`src/rtl/hazard_scoreboard.sv`:
```
// rtl/hazard_scoreboard.sv - ID-stage hazard controller with long-op scoreboard
// Detects RAW/WAW/structural hazards, tracks one variable-latency GPR write, counts stall cycles.
module hazard_scoreboard #(
  parameter int REG_W        = 5,
  parameter int LAT_W        = 4,
  parameter int CNT_W        = 32,
  parameter int BRANCH_IN_ID = 1
) (
  input  logic             clk,
  input  logic             reset,
  input  logic             id_valid,
  input  logic [REG_W-1:0] id_rs,
  input  logic [REG_W-1:0] id_rt,
  input  logic             id_uses_rs,
  input  logic             id_uses_rt,
  input  logic             id_reg_write,
  input  logic [REG_W-1:0] id_wr_reg,
  input  logic             id_branch,
  input  logic             id_jr,
  input  logic             id_redirect,
  input  logic             issue_long,
  input  logic [LAT_W-1:0] issue_lat,
  input  logic             ex_reg_write,
  input  logic             ex_mem_read,
  input  logic [REG_W-1:0] ex_wr_reg,
  input  logic             mem_mem_read,
  input  logic [REG_W-1:0] mem_wr_reg,
  input  logic             dmem_wait,
  output logic             stall,
  output logic             id_flush,
  output logic             if_flush,
  output logic             freeze,
  output logic             lu_busy,
  output logic             lu_wb,
  output logic [REG_W-1:0] lu_wb_reg,
  output logic [CNT_W-1:0] stall_count
);

  logic             lu_busy_q, lu_busy_d;
  logic [REG_W-1:0] lu_wb_reg_q, lu_wb_reg_d;
  logic [LAT_W-1:0] lu_cnt_q, lu_cnt_d;
  logic [CNT_W-1:0] stall_count_q, stall_count_d;

  logic m_ex, m_mem, m_lu, br;
  logic h1, h2, h3, h4, h5, h6;
  logic hz, frz, stl, accept, wb;

  function automatic logic rd_match(input logic [REG_W-1:0] x, input logic [REG_W-1:0] rs,
                                    input logic [REG_W-1:0] rt, input logic urs, input logic urt);
    return (x != '0) && ((urs && (rs == x)) || (urt && (rt == x)));
  endfunction

  always_comb begin
    frz    = dmem_wait & ~reset;
    m_ex   = rd_match(ex_wr_reg, id_rs, id_rt, id_uses_rs, id_uses_rt);
    m_mem  = rd_match(mem_wr_reg, id_rs, id_rt, id_uses_rs, id_uses_rt);
    m_lu   = rd_match(lu_wb_reg_q, id_rs, id_rt, id_uses_rs, id_uses_rt);
    br     = (id_branch | id_jr) & (BRANCH_IN_ID != 0);
    h1     = ex_mem_read & m_ex;
    h2     = br & ex_reg_write & m_ex;
    h3     = br & mem_mem_read & m_mem;
    h4     = lu_busy_q & m_lu;
    h5     = lu_busy_q & id_reg_write & (id_wr_reg == lu_wb_reg_q) & (lu_wb_reg_q != '0);
    h6     = lu_busy_q & issue_long & (lu_cnt_q > LAT_W'(1));
    hz     = id_valid & ~reset & (h1 | h2 | h3 | h4 | h5 | h6);
    stl    = frz | hz;
    accept = issue_long & id_valid & ~stl & ~reset;
    wb     = lu_busy_q & (lu_cnt_q == LAT_W'(1)) & ~frz & ~reset;

    lu_busy_d   = lu_busy_q;
    lu_wb_reg_d = lu_wb_reg_q;
    lu_cnt_d    = lu_cnt_q;
    if (lu_busy_q && !frz) begin
      lu_cnt_d = lu_cnt_q - LAT_W'(1);
      if (wb) lu_busy_d = 1'b0;
    end
    // A new accept overrides the retiring entry, enabling back-to-back issue
    if (accept) begin
      lu_busy_d   = 1'b1;
      lu_wb_reg_d = id_wr_reg;
      lu_cnt_d    = (issue_lat == '0) ? LAT_W'(1) : issue_lat;
    end

    stall_count_d = stall_count_q;
    if (stl && (stall_count_q != '1)) stall_count_d = stall_count_q + CNT_W'(1);
  end

  always_ff @(posedge clk) begin
    if (reset) begin
      lu_busy_q     <= 1'b0;
      lu_wb_reg_q   <= '0;
      lu_cnt_q      <= '0;
      stall_count_q <= '0;
    end else begin
      lu_busy_q     <= lu_busy_d;
      lu_wb_reg_q   <= lu_wb_reg_d;
      lu_cnt_q      <= lu_cnt_d;
      stall_count_q <= stall_count_d;
    end
  end

  assign freeze      = frz;
  assign stall       = stl;
  assign id_flush    = hz & ~frz;
  assign if_flush    = id_redirect & id_valid & ~stl & ~reset;
  assign lu_busy     = lu_busy_q;
  assign lu_wb       = wb;
  assign lu_wb_reg   = lu_wb_reg_q;
  assign stall_count = stall_count_q;

endmodule

```
`config.mk`:
```
export PLATFORM = sky130hd
export DESIGN_NAME = hazard_scoreboard
export DESIGN_NICKNAME = d
export VERILOG_FILES = /design/src/rtl/hazard_scoreboard.sv
export SDC_FILE = /design/constraint.sdc
export NUM_CORES = 1
export LEC_CHECK = 0
export CAP_MARGIN = 20
export CORE_ASPECT_RATIO = 0.8
export CORE_MARGIN = 1.5
export CORE_UTILIZATION = 50
export DETAILED_ROUTE_END_ITERATION = 16
export PLACE_DENSITY = 0.95
export SLEW_MARGIN = 30
export SYNTH_ARGS = -nofsm -noshare
export SYNTH_HDL_FRONTEND = slang
export SYNTH_SLANG_ARGS = --single-unit
```
`constraint.sdc`:
```
create_clock -name clk -period 4.6 [get_ports clk]
set_input_delay 0.46 -clock clk [delete_from_list [all_inputs] [get_ports clk]]
set_output_delay 0.46 -clock clk [all_outputs]
set_load 0.005 [all_outputs]
```
# After elaboration in Yosys (flattened, before gate mapping)

Index checks and enable logic that the tools add are counted.

Add/sub/neg operators: 2
Order comparisons: 1
Equality and inequality tests: 9
Multiplexer cells: 6
Bitwise operators: 34
Reduce and logical (&&, ||, !) cells: 22

Operators with widths:

| cell                                                                            | count |
|---|---|
| 5-bit equality test                                                             | 7 |
| 32-bit by 1-bit adder with 32-bit output, second input constant                 | 1 |
| 32-bit != test, second input constant                                           | 1 |
| 1-bit bitwise AND                                                               | 24 |
| 5-bit nonzero test                                                              | 3 |
| 4-bit 2-to-1 mux                                                                | 3 |
| 1-bit logical AND                                                               | 11 |
| 1-bit OR                                                                        | 7 |
| 4-bit by 1-bit equality test with 1-bit output, second input constant           | 1 |
| 4-bit by 1-bit greater-than comparator with 1-bit output, second input constant | 1 |
| 4-bit logical NOT                                                               | 1 |
| 2-bit nonzero test                                                              | 2 |
| 4-bit by 1-bit subtractor with 4-bit output, second input constant              | 1 |
| 1-bit logical OR                                                                | 3 |
| 1-bit 2-to-1 mux                                                                | 3 |
| 1-bit inverter                                                                  | 3 |
| 2-bit AND reduction                                                             | 1 |
| 1-bit logical NOT                                                               | 1 |

Bits in registers: 42
Bits of input ports: 43
Output and inout port bits: 43
Logic and storage cells: 78

# Longest topological paths before layout

Depth after elaboration: 17
Depth in mapped cells: 9
Depth with buffers taken out: 8

# Worst setup path after synthesis

OpenSTA, ideal clock, no wires.

Kind: input-to-reg
From: input ex_wr_reg[1]
To: register stall_count_q[17] (netlist: stall_count[17])
Library setup time: 0.121 ns
Data arrival time: 2.501 ns
Required time: 4.479 ns
Setup slack: 1.978 ns
Cell stages on the path: 8
Path buffers: 1
Cells stage by stage: or4_1 -> o22a_1 -> a222oi_1 -> a21oi_2 -> o2111ai_2 -> buf_6 -> nor3_1 -> mux2_4

Cells in the longest elaborated chain, start to end: 13
Elaborated cells between the ends (all ways): 17
Classes of those cells: eq/ne (2); bitwise (9); reduce/logical (6)

Ends and longest elaborated chain:

| item                                        | line   | source |
|---|---|---|
| start: declaration                          | 25     | `input logic [REG_W-1:0] ex_wr_reg,` |
| 5-bit equality test                         | 50     | `return (x != '0) && ((urs && (rs == x)) \|\| (urt && (rt == x)));` |
| 1-bit logical AND                           | 50     |  |
| 1-bit logical OR                            | 50     |  |
| 1-bit logical AND (*)                       | 50     |  |
| 1-bit bitwise AND, on equally long branches | 59, 60 |  |
| 1-bit OR (*) (5 in series)                  | 65     | `hz = id_valid & ~reset & (h1 \| h2 \| h3 \| h4 \| h5 \| h6);` |
| 1-bit bitwise AND (*)                       | 65     |  |
| 1-bit OR (*)                                | 66     | `stl = frz \| hz;` |
| 1-bit logical AND (*)                       | 85     | `if (stl && (stall_count_q != '1)) stall_count_d = stall_count_q + CNT_W'(1);` |
| end signal: assignment                      | 98     | `stall_count_q <= stall_count_d;` |
| end: declaration                            | 42     | `logic [CNT_W-1:0] stall_count_q, stall_count_d;` |

Mark *: on every way between the ends. The rest lies on a longest branch, timed or not.
A chain may end at the register's enable or synchronous reset.

# Final worst setup path

From: input ex_wr_reg[1]
To: output if_flush

Cells in the longest elaborated chain, start to end: 15
Elaborated cells between the ends (all ways): 19
Classes of those cells: eq/ne (2); bitwise (12); reduce/logical (5)

Ends and longest elaborated chain:

| item                                        | line   | source |
|---|---|---|
| 5-bit equality test                         | 50     |  |
| 1-bit logical AND                           | 50     |  |
| 1-bit logical OR                            | 50     |  |
| 1-bit logical AND (*)                       | 50     |  |
| 1-bit bitwise AND, on equally long branches | 59, 60 |  |
| 1-bit OR (*) (5 in series)                  | 65     |  |
| 1-bit bitwise AND (*)                       | 65     |  |
| 1-bit OR (*)                                | 66     |  |
| 1-bit inverter (*)                          | 105    | `assign if_flush = id_redirect & id_valid & ~stl & ~reset;` |
| 1-bit bitwise AND (*) (2 in series)         | 105    |  |
| end: declaration                            | 31     | `output logic if_flush,` |

Marks and branches as above.

==> impl_metrics.tcl <==
set metrics [dict create \
    outcome "finished clean" \
    synth_cell_types 45 \
    grt_first_pass_wirelength_mm 11.7 \
    chipHeight_um 67.9 \
    cts_buffer_depth 2 \
    syn-instance-count 317 \
    area_growth_pct 37.4 \
    syn_area_per_cell_um2 8.30 \
    ir_drop_v 0.000161 \
    ys.flop_type "dfxtp_1" \
    antennaDiodeCount 0 \
    startpoint "ex_wr_reg[1]" \
    power_per_cell_area_nw_per_um2 229 \
    p_sw_uw 215 \
    max_freq_mhz 277 \
    num-nets-final 445 \
    vias 2678 \
    worst_pin_slew_ns 0.885 \
    top_layer_used "met4" \
    wl_met1_mm 3.20 \
    cpMostUsedCell "clkdlybuf4s50_1" \
    drt_first_pass_iters 5 \
    hpwl_mm 5.41 \
    htreeDepth 2 \
    initialDrtViolationCount 182 \
    ys_warn_count 0 \
    startpoint_type "input port" \
    crit_path_end_kind "output pin" \
    vias_per_cell 5.80 \
    synth_area_um2 2630 \
    finalWeightedCongestion 0.901 \
    holdCritStartpoint "stall_count[4]" \
    clk_pin_slew_ns 0.08 \
    clkLatencyLatePin_ns 0.30 \
    cts_root_buf "clkbuf_8" \
    pwr-share-comb 0.175 \
    synth-seq-cells 42 \
    regArea_um2 841 \
    critPathKind "input port to output pin" \
    crit_fanout 3 \
    final_hold_viol_count 0 \
    synth_edf_count 0 \
    nFillCells 386 \
    critPathSlowestCell "or4_1" \
    start_util 0.522 \
    synth_area_leaders "dfxtp_1 (32%), xnor2_1 (9.0%), xor2_1 (5.7%)" \
    relSlewSlack 0.408 \
    antenna_found_initial 0 \
    hold_class "flop to flop" \
    grt_overflow 0 \
    hold_buffers 0 \
    maxCapViolCount 0 \
    rows 23 \
    pwr-share-clk 0.361 \
    wire_per_inst_um 15.6 \
    grt_util_all_layers 0.254 \
    final_core_util 0.718 \
    period_minus_slack_ns 3.61 \
    yosysSeqAreaShare 0.320 \
    power.internal_uw 613 \
    yosys.area.top_type "dfxtp_1" \
    routed_wl_mm 7.21 \
    drtAntennaViolNets 0 \
    die_w_um 84.1 \
    cts_setup_buffers 0 \
    required_ns 4.14 \
    fin_crit_sh 0.784 \
    cp_cell_sequence "clkdlybuf4s50_1 > or4_1 > o22a_1 > a222oi_1 > nand2_1 > nor4b_1 > clkdlybuf4s50_1" \
    core_um2 5040 \
    swShare 0.259 \
    rsz0062_at_grt "false" \
    async_reset_ff_frac 0 \
    layout-drive-gt1-share 0.0475 \
    slowest_delay_ns 0.57 \
    io_pins 86 \
    tns_ns 0 \
    post_cts_resize_count 0 \
    drc_errors 0 \
    drv_slew 0 \
    numClockSinks 42 \
    p_leak_nw 1.18 \
    wl_met2_mm 3.55 \
    cts_tree "built" \
    setup_viol 0 \
    grt_pass1_vias 2465 \
    r2r_start "lu_wb_reg[4]" \
    cp.arrival_ns 3.15 \
    layout_common_cells "clkdlybuf4s50_1 (85), dfxtp_1 (42), xnor2_1 (27), nand2_1 (27), a21oi_1 (19)" \
    multi_input_area_um2 1700 \
    portBuffers 85 \
    worst_clock_skew_ns 0.00480 \
    largest_register_ff_count 32 \
    cts_buffers 5 \
    synth_top_area_share 0.320 \
    grt_max_degree 51 \
    die_area_um2 5710 \
    sequentialPowerShare 0.464 \
    synth_fp_nets 363 \
    layout_commonest_cell "clkdlybuf4s50_1" \
    met3_length_um 372 \
]
[stage by stage]
step	cells	total power, mW	worst slack (ns)	hold WS (ns)	area (µm²)
2_1_floorplan	317	0.461	1.98	0.467	2630
3_3_place_gp	454	0.530	1.04	0.472	3500
3_5_place_dp	454	0.536	1.01	0.484	3500
4_1_cts	462	0.826	1.00	0.507	3610
5_1_grt	462	0.857	0.738	0.545	3610
6_report	462	0.828	0.991	0.504	3610
[cell usage after synthesis, types with 9 or more instances]
library cell,number
or3_1,10
nor2b_1,10
dfxtp_1,42
xor2_1,17
o31ai_1,12
nand3_1,15
o21ai_1,14
nand4_1,9
nor2_1,18
o21ai_0,10
nand2_1,27
a21oi_1,19
nand2b_1,9
xnor2_1,27
[area by class of cell]
class	count	area share
Timing Repair Buffer	86	0.237
Clock buffer	5	0.0190
Sequential cell	42	0.233
Multi-Input combinational cell	257	0.470
Tap cell	62	0.0215
Inverter	7	0.00727
Clock inverter	3	0.0125
[power by group through the flow]
stage               clock network (mW)  registers [mW]  logic [mW]
floorplan                            0           0.390      0.0710
global placement                     0           0.391       0.138
detailed placement                   0           0.393       0.143
CTS                              0.298           0.384       0.145
global route                     0.314           0.386       0.157
finish                           0.299           0.384       0.145
[routing by layer]
metal,GRT usage,up-vias
met1,0.325,1283
li1,-,1315
met2,0.442,70
met4,0.0758,0
met5,0,-
met3,0.0483,10
[cells by family (layout without fill, tap and decap cells)]
| kind of cell | count (synthesis) | after routing | share of synthesized area |
|---|---|---|---|
| fa+ha+maj | 3 | 3 | 0.0143 |
| flops | 42 | 42 | 0.320 |
| xor+xnor | 44 | 44 | 0.146 |
| mux | 7 | 7 | 0.0333 |
| compound gates | 68 | 68 | 0.164 |
| simple gates | 135 | 135 | 0.288 |
| buf+inv | 18 | 101 | 0.0352 |
[path summary, 6_finish.rpt]
path | endpoint | slack (ns) | cells past startpoint
max | if_flush | 0.99 | 7
min | stall_count[4] | 0.50 | 1
max reg2reg | stall_count[19] | 1.58 | 8
min reg2reg | stall_count[4] | 0.50 | 1
[worst max-delay path: cells and delay by family]
kind            cells  cell delay, ns
buf+inv             2            1.02
simple gates        3            1.02
compound gates      2            0.64
Note: power is estimated with default switching activity, not from simulation.
